## src/rtl/data_mem_ctrl.sv

```systemverilog
// data_mem_ctrl
// Clocked request/response data memory for the load/store stage.
// Supports byte, halfword and word accesses with sign/zero extension on loads.
// Misaligned or illegal-size requests get an error response and leave the array alone.
// After every reset the array is walked and cleared to zero before requests are accepted.
//
// Parameters:
//   DEPTH        number of 32-bit words (power of two, >= 2)
//   WAIT_STATES  extra cycles between acceptance and array access (0..15)
//
// Ports:
//   clk, rst     clock and synchronous active-high reset
//   req_*        request channel (valid/ready handshake, write, size, signed, addr, wdata)
//   resp_*       response channel (valid/ready handshake, rdata, error)
module data_mem_ctrl #(
  parameter int DEPTH       = 16,
  parameter int WAIT_STATES = 0,
  localparam int AW         = $clog2(DEPTH) + 2
) (
  input  logic          clk,
  input  logic          rst,
  input  logic          req_valid,
  output logic          req_ready,
  input  logic          req_write,
  input  logic [1:0]    req_size,
  input  logic          req_signed,
  input  logic [AW-1:0] req_addr,
  input  logic [31:0]   req_wdata,
  output logic          resp_valid,
  input  logic          resp_ready,
  output logic [31:0]   resp_rdata,
  output logic          resp_error
);

  localparam int IW = AW - 2;

  typedef enum logic [1:0] {CLEAR, IDLE, WAIT, RESP} state_t;

  state_t        state, next_state;
  logic [IW-1:0] clr_idx;
  logic [3:0]    wait_cnt;

  logic          lat_write;
  logic [1:0]    lat_size;
  logic          lat_signed;
  logic [AW-1:0] lat_addr;
  logic [31:0]   lat_wdata;

  logic [31:0]   mem [DEPTH];

  logic          accept;
  logic          do_access;

  logic          acc_write;
  logic [1:0]    acc_size;
  logic          acc_signed;
  logic [AW-1:0] acc_addr;
  logic [31:0]   acc_wdata;
  logic [IW-1:0] acc_idx;
  logic [1:0]    acc_lane;
  logic          acc_err;
  logic [31:0]   rd_word;
  logic [7:0]    rd_byte;
  logic [15:0]   rd_half;
  logic [31:0]   load_val;
  logic [3:0]    wr_be;
  logic [31:0]   wr_data;

  // req_ready is registered and high exactly in IDLE, so it doubles as the accept qualifier.
  assign accept = req_valid && req_ready;

  // With no wait states the access happens on the accepting edge using the live request;
  // otherwise it happens on the last WAIT edge using the latched request.
  assign do_access = ((state == IDLE) && accept && (WAIT_STATES == 0)) ||
                     ((state == WAIT) && (wait_cnt == 4'd1));

  // Access operand selection, alignment check, load extraction and store lane enables.
  always_comb begin
    acc_write  = lat_write;
    acc_size   = lat_size;
    acc_signed = lat_signed;
    acc_addr   = lat_addr;
    acc_wdata  = lat_wdata;
    if (state == IDLE) begin
      acc_write  = req_write;
      acc_size   = req_size;
      acc_signed = req_signed;
      acc_addr   = req_addr;
      acc_wdata  = req_wdata;
    end

    acc_idx  = acc_addr[AW-1:2];
    acc_lane = acc_addr[1:0];

    case (acc_size)
      2'b00:   acc_err = 1'b0;
      2'b01:   acc_err = acc_addr[0];
      2'b10:   acc_err = |acc_addr[1:0];
      default: acc_err = 1'b1;
    endcase

    rd_word = mem[acc_idx];
    rd_byte = rd_word[{acc_lane, 3'b000} +: 8];
    rd_half = acc_addr[1] ? rd_word[31:16] : rd_word[15:0];

    case (acc_size)
      2'b00:   load_val = {{24{acc_signed & rd_byte[7]}}, rd_byte};
      2'b01:   load_val = {{16{acc_signed & rd_half[15]}}, rd_half};
      default: load_val = rd_word;
    endcase

    case (acc_size)
      2'b00: begin
        wr_be   = 4'b0001 << acc_lane;
        wr_data = {4{acc_wdata[7:0]}};
      end
      2'b01: begin
        wr_be   = acc_addr[1] ? 4'b1100 : 4'b0011;
        wr_data = {2{acc_wdata[15:0]}};
      end
      default: begin
        wr_be   = 4'b1111;
        wr_data = acc_wdata;
      end
    endcase
  end

  // State register.
  always_ff @(posedge clk) begin
    if (rst) state <= CLEAR;
    else     state <= next_state;
  end

  // Next-state logic.
  always_comb begin
    next_state = state;
    case (state)
      CLEAR: if (clr_idx == IW'(DEPTH - 1)) next_state = IDLE;
      IDLE:  if (accept) next_state = (WAIT_STATES == 0) ? RESP : WAIT;
      WAIT:  if (wait_cnt == 4'd1) next_state = RESP;
      RESP:  if (resp_ready) next_state = IDLE;
      default: next_state = CLEAR;
    endcase
  end

  // Registered handshake outputs, clear index, wait counter, request latch and response data.
  always_ff @(posedge clk) begin
    if (rst) begin
      req_ready  <= 1'b0;
      resp_valid <= 1'b0;
      resp_rdata <= '0;
      resp_error <= 1'b0;
      clr_idx    <= '0;
      wait_cnt   <= '0;
      lat_write  <= 1'b0;
      lat_size   <= '0;
      lat_signed <= 1'b0;
      lat_addr   <= '0;
      lat_wdata  <= '0;
    end else begin
      req_ready  <= (next_state == IDLE);
      resp_valid <= (next_state == RESP);
      if (state == CLEAR) clr_idx <= clr_idx + 1'b1;
      if ((state == IDLE) && accept) begin
        lat_write  <= req_write;
        lat_size   <= req_size;
        lat_signed <= req_signed;
        lat_addr   <= req_addr;
        lat_wdata  <= req_wdata;
        wait_cnt   <= 4'(WAIT_STATES);
      end else if (state == WAIT) begin
        wait_cnt <= wait_cnt - 4'd1;
      end
      // Stores and errors both return zero data.
      if (do_access) begin
        resp_error <= acc_err;
        resp_rdata <= (acc_err || acc_write) ? 32'h0 : load_val;
      end
    end
  end

  // Array writes: the clear walk, then lane-enabled stores. Reset suppresses any pending commit.
  always_ff @(posedge clk) begin
    if (!rst) begin
      if (state == CLEAR) begin
        mem[clr_idx] <= '0;
      end else if (do_access && acc_write && !acc_err) begin
        for (int k = 0; k < 4; k++) begin
          if (wr_be[k]) mem[acc_idx][8*k +: 8] <= wr_data[8*k +: 8];
        end
      end
    end
  end

endmodule

```

## config.mk

```make
export PLATFORM = sky130hd
export DESIGN_NAME = data_mem_ctrl
export DESIGN_NICKNAME = d
export VERILOG_FILES = /design/src/rtl/data_mem_ctrl.sv
export SDC_FILE = /design/constraint.sdc
export NUM_CORES = 1
export LEC_CHECK = 0
export CORE_ASPECT_RATIO = 1.5
export CORE_MARGIN = 2
export CORE_UTILIZATION = 35
export DETAILED_ROUTE_END_ITERATION = 8
export PLACE_DENSITY_LB_ADDON = 0.2
export SLEW_MARGIN = 20
export SYNTH_ARGS = -nofsm -noshare
export SYNTH_HDL_FRONTEND = slang
export SYNTH_SLANG_ARGS = --single-unit
```

## constraint.sdc

```tcl
create_clock -name clk -period 3.7 [get_ports clk]
set_input_delay 0.37 -clock clk [delete_from_list [all_inputs] [get_ports clk]]
set_output_delay 0.37 -clock clk [all_outputs]
set_load 0.005 [all_outputs]
```

==> metrics.csv, run 1 <==
stage;metric;value;unit
status;outcome;finished, final reports clean;
run;drv_cap;0;
floorplan;pin_count;81;
power;ir_worst_vdd;310;uV
cts;cts_setup_buffers;0;
cells_and_area;final-seq-area;17100;um^2
sta;fin_skew;16.4;ps
synthesis;syn-instance-count;2025;
sta;finalHoldViolCount;0;
route;wl_per_cell;26.1;um
route;ant_nets;0;
route;via_per_inst;5.53;
route;drtIter0Drc;1350;
cts;cts_max_level;2;
cells_and_area;area_growth;19.5;%
synthesis;syn-num-nets;2074;
cts;hold_buffers;0;
sta;setup_ws;239;ps
route;drt-total-wl;83300;um
route;dr.pass1.iters;7;
cells_and_area;mostFrequentLayoutCells;512 x edfxtp_1, 422 x nand2_1, 185 x buf_4;
worst_setup_path;slowest_stage;nor2_1;
cts;cts_root_buffer;clkbuf_16;
worst_setup_path;start_kind;flop;
route;route.detailed.drc;0;
global_routing;grt_usage;0.223;
global_routing;grt.overflow.total;0;
sta;rsz0062_at_grt;false;
floorplan;rows;120;
floorplan;die_w;224;um
power;power_density;448;nW/um^2
cells_and_area;instances_no_fill;3186;
worst_setup_path;worstSetupPathType;reg2reg;
sta;fmax;289;MHz
worst_setup_path;critical-path-top-delay-family;simple AND/OR/NAND/NOR gates;
sta;max-slew-margin-rel;0.252;
floorplan;design.core.area;71600;um^2
synthesis;seq_area_frac_synth;0.675;
cells_and_area;multi_input_area;7570;um^2
power;power_leakage;10.4;nW
floorplan;start_util;0.354;
synthesis;synth_cell_types;66;
worst_setup_path;crit_arrival;4030;ps
worst_hold_path;hp-class;in2reg;
cells_and_area;fin_area;30300;um^2
placed_design;dp_hpwl;58800;um
cts;clock_path_buffers;3;
sta;setup-violations-final;0;
worst_setup_path;required;4260;ps
placed_design;dpl_worst_slack;16.2;ps
synthesis;yosysWarnings;0;
placed_design;gp_congestion;0.941;
placed_design;io_buffers;80;
worst_setup_path;crit_path_max_fanout;15;
sta;worst_pin_slew;1120;ps
cts;cts.sinks;599;
synthesis;ys_seq_elements;599;
cts;cts_tree;built;
cells_and_area;nets;2276;
sta;finalMaxSlewViolations;0;
cells_and_area;n_antenna_cell;0;
cells_and_area;drive_above_1_share;0.157;
synthesis;syn_area;25400;um^2
placed_design;dp.cells;3085;
sta;timing.final.crit_share;0.935;
cells_and_area;n_fill_cell;6544;
floorplan;die_h;334;um
worst_setup_path;path_buf_inv;2;
placed_design;placement.cell_area;28500;um^2
cells_and_area;final_common_cell;edfxtp_1;
synthesis;syn_avg_cell_area;12.5;um^2
worst_setup_path;slowest_delay;820;ps
floorplan;die-area;74700;um^2
synthesis;synth_edf_count;512;
route;num_vias;17600;
global_routing;antenna_found_initial;0;
global_routing;grt_pass1_vias;17700;
worst_setup_path;path_cells;nor2b_4 > buf_4 > mux2i_1 > buf_4 > nor2_1 > a22oi_1 > o21ai_1 > o21ai_0 > o21ai_1;
sta;period_minus_slack;3460;ps
worst_setup_path;end_kind;flop;
cts;path_clk_slew;70;ps
synthesis;synth_async_sr_flop_share;0;
global_routing;grt_max_degree;51;
cts;worst_skew_pair.late_latency;630;ps
global_routing;grt_pass1_wl;122000;um
sta;fin_tns_setup;0;ps
cts;cts_buffers;55;
synthesis;synth_ff_type;edfxtp_1;
==> report_power, final <==
part	internal (mW)	total [mW]	switching (mW)
Clock	3.29	5.83	2.54
Combinational	0.144	0.389	0.245
Sequential	7.33	7.36	0.0308
==> sequential cells by signal, indices dropped and copies added (netlist names) <==
signal	count
mem	512
lat_wdata	32
resp_rdata	32
lat_addr	6
clr_idx	4
wait_cnt	4
lat_size	2
state	2
lat_signed	1
lat_write	1
req_ready	1
resp_error	1
resp_valid	1
==> metrics by stage <==
| stage | hold slack [ps] | power, mW | utilization |
|---|---|---|---|
| after floorplan | 436 | 7.66 | - |
| after global placement | 441 | 7.89 | 0.398 |
| after detailed placement | 446 | 7.89 | 0.398 |
| after CTS | 72.1 | 13.7 | 0.423 |
| after global routing | 96.6 | 14.0 | 0.423 |
| final | 102 | 13.6 | 0.423 |
==> worst reg2reg max path: stages, from the launching register on <==
cell	delay (ps)
dfxtp_1	390
nor2b_4	470
buf_4	250
mux2i_1	80
buf_4	250
nor2_1	830
a22oi_1	270
o21ai_1	490
o21ai_0	210
o21ai_1	150
==> what timing repair did <==
item                                    4_1_cts  5_1_grt
resized for setup                             1        1
endpoints found under the setup margin        1      233
pin swaps                                     0        0
==> path summary, 6_finish.rpt <==
kind,start,end,slack [ps],cells after the start
worst max register to register,state[0],resp_rdata[1],240,9
worst min-delay path,rst,clr_idx[0],100,2
worst min register to register,lat_wdata[15],lat_wdata[15],450,2
worst max-delay path,state[0],resp_rdata[1],240,9
==> layout make-up <==
cell class / instances / share of cell area
multi-input combinational: 1233 / 0.250
inverter: 60 / 0.00743
tap: 915 / 0.0378
timing repair buffer: 278 / 0.0806
clock buffer: 64 / 0.0479
clock inverter: 37 / 0.0121
sequential: 599 / 0.565
==> synthesized netlist by cell type, drive strengths merged (20+ instances only) <==
| master | n | share of area |
|---|---|---|
| edfxtp | 512 | 0.61 |
| nand2 | 422 | 0.062 |
| a211oi | 117 | 0.035 |
| nor2 | 110 | 0.016 |
| a21oi | 87 | 0.017 |
| dfxtp | 87 | 0.069 |
| nand3 | 75 | 0.015 |
| mux2i | 74 | 0.029 |
| clkbuf | 69 | 0.010 |
| buf | 64 | 0.015 |
| inv | 60 | 0.0089 |
| o21ai | 51 | 0.010 |
| mux4 | 26 | 0.023 |
| nand2b | 25 | 0.0062 |
| a32oi | 20 | 0.0072 |
==> cells by family after synthesis <==
logic type,share of synthesized area
flops,0.675
fa+ha+maj,0.00148
simple gates,0.118
buf+inv,0.0341
compound gates,0.114
xor+xnor,0.00207
mux,0.0557
==> metal layers <==
metal	vias up	track usage	routed length, um
met2	609	0.409	43800
met5	-	0	0
met1	8895	0.262	32000
li1	7966	-	-
met3	163	0.0291	4010
met4	0	0.0925	3420
Power figures use the tool's default switching activity.
==> run 2, diff against run 1 <==
--- a/config.mk
+++ b/config.mk
@@ -7,7 +7,7 @@
 export LEC_CHECK = 0
 export CORE_ASPECT_RATIO = 1.5
 export CORE_MARGIN = 2
-export CORE_UTILIZATION = 35
+export CORE_UTILIZATION = 45
 export DETAILED_ROUTE_END_ITERATION = 8
 export PLACE_DENSITY_LB_ADDON = 0.2
 export SLEW_MARGIN = 20
==> run 2 against run 1 <==
Worst hold slack better by 150 ps. Maximum frequency shrank 1.0%. Critical path type unchanged. Sequential power is essentially flat. Non-clock buffer count grew 21. Design area increased by 0.24%. First-iteration DRC count is 46% higher. Critical path depth up 2. Routed wire length fell by 3.1%. Critical endpoint is now resp_rdata[4]. Register-to-register slack worse by 40 ps. Die area decreased by 22%. Core utilization grew 12 points.
==> metrics.csv, run 2 (synthesis gave the netlist of run 1 again) <==
stage;metric;value;unit
worst_setup_path;crit_arrival;3980;ps
cts;cts_buffers;56;
cts;clock_path_buffers;3;
power;switchingPower;2.85;mW
cts;cts_root_buffer;clkbuf_16;
cts;worst_skew_pair.late_latency;630;ps
worst_setup_path;ff2ff_setup_slack;200;ps
placed_design;placement.cell_area;28400;um^2
route;wl_met1;29400;um
sta;fmax;286;MHz
route;wl_met3;5030;um
route;wl_per_cell;26.9;um
cts;hold_buffers;0;
cts;cts_tree;built;
route;num_vias;18000;
worst_setup_path;end_kind;flop;
sta;max-slew-margin-rel;0.363;
sta;rsz0062_at_grt;false;
placed_design;io_buffers;80;
global_routing;grt_max_degree;67;
sta;finalHoldViolCount;0;
cells_and_area;drive_above_1_share;0.167;
power;power_density;463;nW/um^2
sta;setup-violations-final;0;
cells_and_area;mostFrequentLayoutCells;512 x edfxtp_1, 422 x nand2_1, 207 x buf_4;
worst_setup_path;r2r_end;resp_rdata[4];
route;highest_layer;met4;
status;outcome;finished, final reports clean;
worst_setup_path;crit_path_max_fanout;17;
route;drt-total-wl;80700;um
worst_setup_path;start_kind;flop;
floorplan;die_h;295;um
cells_and_area;nets;2298;
floorplan;start_util;0.456;
global_routing;grt.overflow.total;0;
worst_hold_path;worstHoldPathCells;3;
global_routing;grt_pass1_vias;17800;
cells_and_area;largestRegisters;mem x512, lat_wdata x32, resp_rdata x32;
sta;fin_tns_setup;0;ps
power;p_int;11.2;mW
run;drv_cap;0;
sta;worst_pin_slew;952;ps
power;p_clk_frac;0.450;
worst_setup_path;r2r_cells;11;
sta;fin_skew;30.3;ps
placed_design;dp_hpwl;57500;um
worst_setup_path;required;4190;ps
cells_and_area;n_fill_cell;4610;
sta;timing.final.crit_share;0.945;
route;routed-wl-met2;41500;um
route;ant_nets;0;
floorplan;pin_count;81;
cts;path_clk_slew;70;ps
cts;cts_max_level;2;
worst_hold_path;hp-class;in2reg;
power;p_comb_frac;0.027;
worst_hold_path;worstHoldEndpoint;lat_wdata[4];
cts;cts.sinks;599;
power;power.share.switching;0.203;
cells_and_area;fin_area;30400;um^2
cells_and_area;area_growth;19.8;%
global_routing;antenna_found_initial;1;
cells_and_area;top_register;mem;
global_routing;grt_pass1_wl;117000;um
power;ir_worst_vdd;405;uV
floorplan;die_w;198;um
sta;period_minus_slack;3500;ps
worst_hold_path;min_from;rst;
route;drtIter0Drc;1977;
cells_and_area;largest_register_ffs;512;
sta;finalMaxSlewViolations;0;
floorplan;die-area;58300;um^2
route;via_per_inst;6.00;
route;route.detailed.drc;0;
route;dr.pass1.iters;6;
placed_design;gp_congestion;0.958;
worst_setup_path;r2r-start;state[1];
power;power_leakage;10.5;nW
power;pwr-share-seq;0.523;
cells_and_area;final_common_cell;edfxtp_1;
floorplan;design.core.area;55700;um^2
global_routing;grt_usage;0.280;
floorplan;rows;106;
worst_setup_path;worstSetupPathType;reg2reg;
## run 2: worst max-delay path by stage
stage                        start              to  slack (ps)  depth (start not counted)
after global placement    state[1]  resp_rdata[31]         220                         12
after CTS                 state[1]  resp_rdata[17]         160                         12
after floorplan           state[1]      mem[0][17]         500                         12
after detailed placement  state[1]  resp_rdata[17]         200                         12
final                     state[1]   resp_rdata[4]         200                         11
after global routing      state[1]      mem[1][28]         180                         11
## run 2: what timing repair did
item	4_1_cts	5_1_grt
resized for setup	0	0
buffers inserted	0	2
setup endpoints to repair	0	3
## run 2: critical path, cell delays in order, from the launching register on
cell	delay (ps)
dfxtp_1	440
buf_4	220
nand2b_4	200
buf_4	250
buf_4	300
mux2i_4	340
buf_4	170
buf_4	330
a32oi_1	240
a41o_1	360
o221ai_1	360
o21ai_0	150
## run 2: metal layers
layer | GRT usage | vias to the layer above
li1 | - | 8009
met1 | 0.325 | 8999
met2 | 0.499 | 744
met3 | 0.0430 | 223
met4 | 0.147 | 0
met5 | 0 | -
## run 2: power by group through the flow
stage	sequential [mW]	clock, mW	combinational (mW)
after floorplan	7.50	0	0.164
after global placement	7.51	0	0.376
after detailed placement	7.51	0	0.380
after CTS	7.36	6.39	0.382
after global routing	7.36	6.65	0.408
final	7.36	6.33	0.386
## run 2: through the flow
step	std cells	total power, mW	util	setup slack, ps	hold WS (ps)
CTS	2995	14.1	0.545	163	213
finish	2998	14.1	0.546	204	250
detailed placement	2891	7.89	0.509	204	446
global route	2998	14.4	0.546	176	244
global placement	2891	7.88	0.509	223	442
floorplan	2025	7.66	-	496	436
## run 2: layout make-up
type	instances	area, um^2	share of cell area
diodes	1	2.50	0.0000823
clock buffers	66	1460	0.0480
repair buffers	299	2590	0.0852
inverters	60	225	0.00741
flip-flops and latches	599	17100	0.563
clock inverters	38	552	0.0182
multi-input cells	1233	7570	0.249
well taps	702	878	0.0289
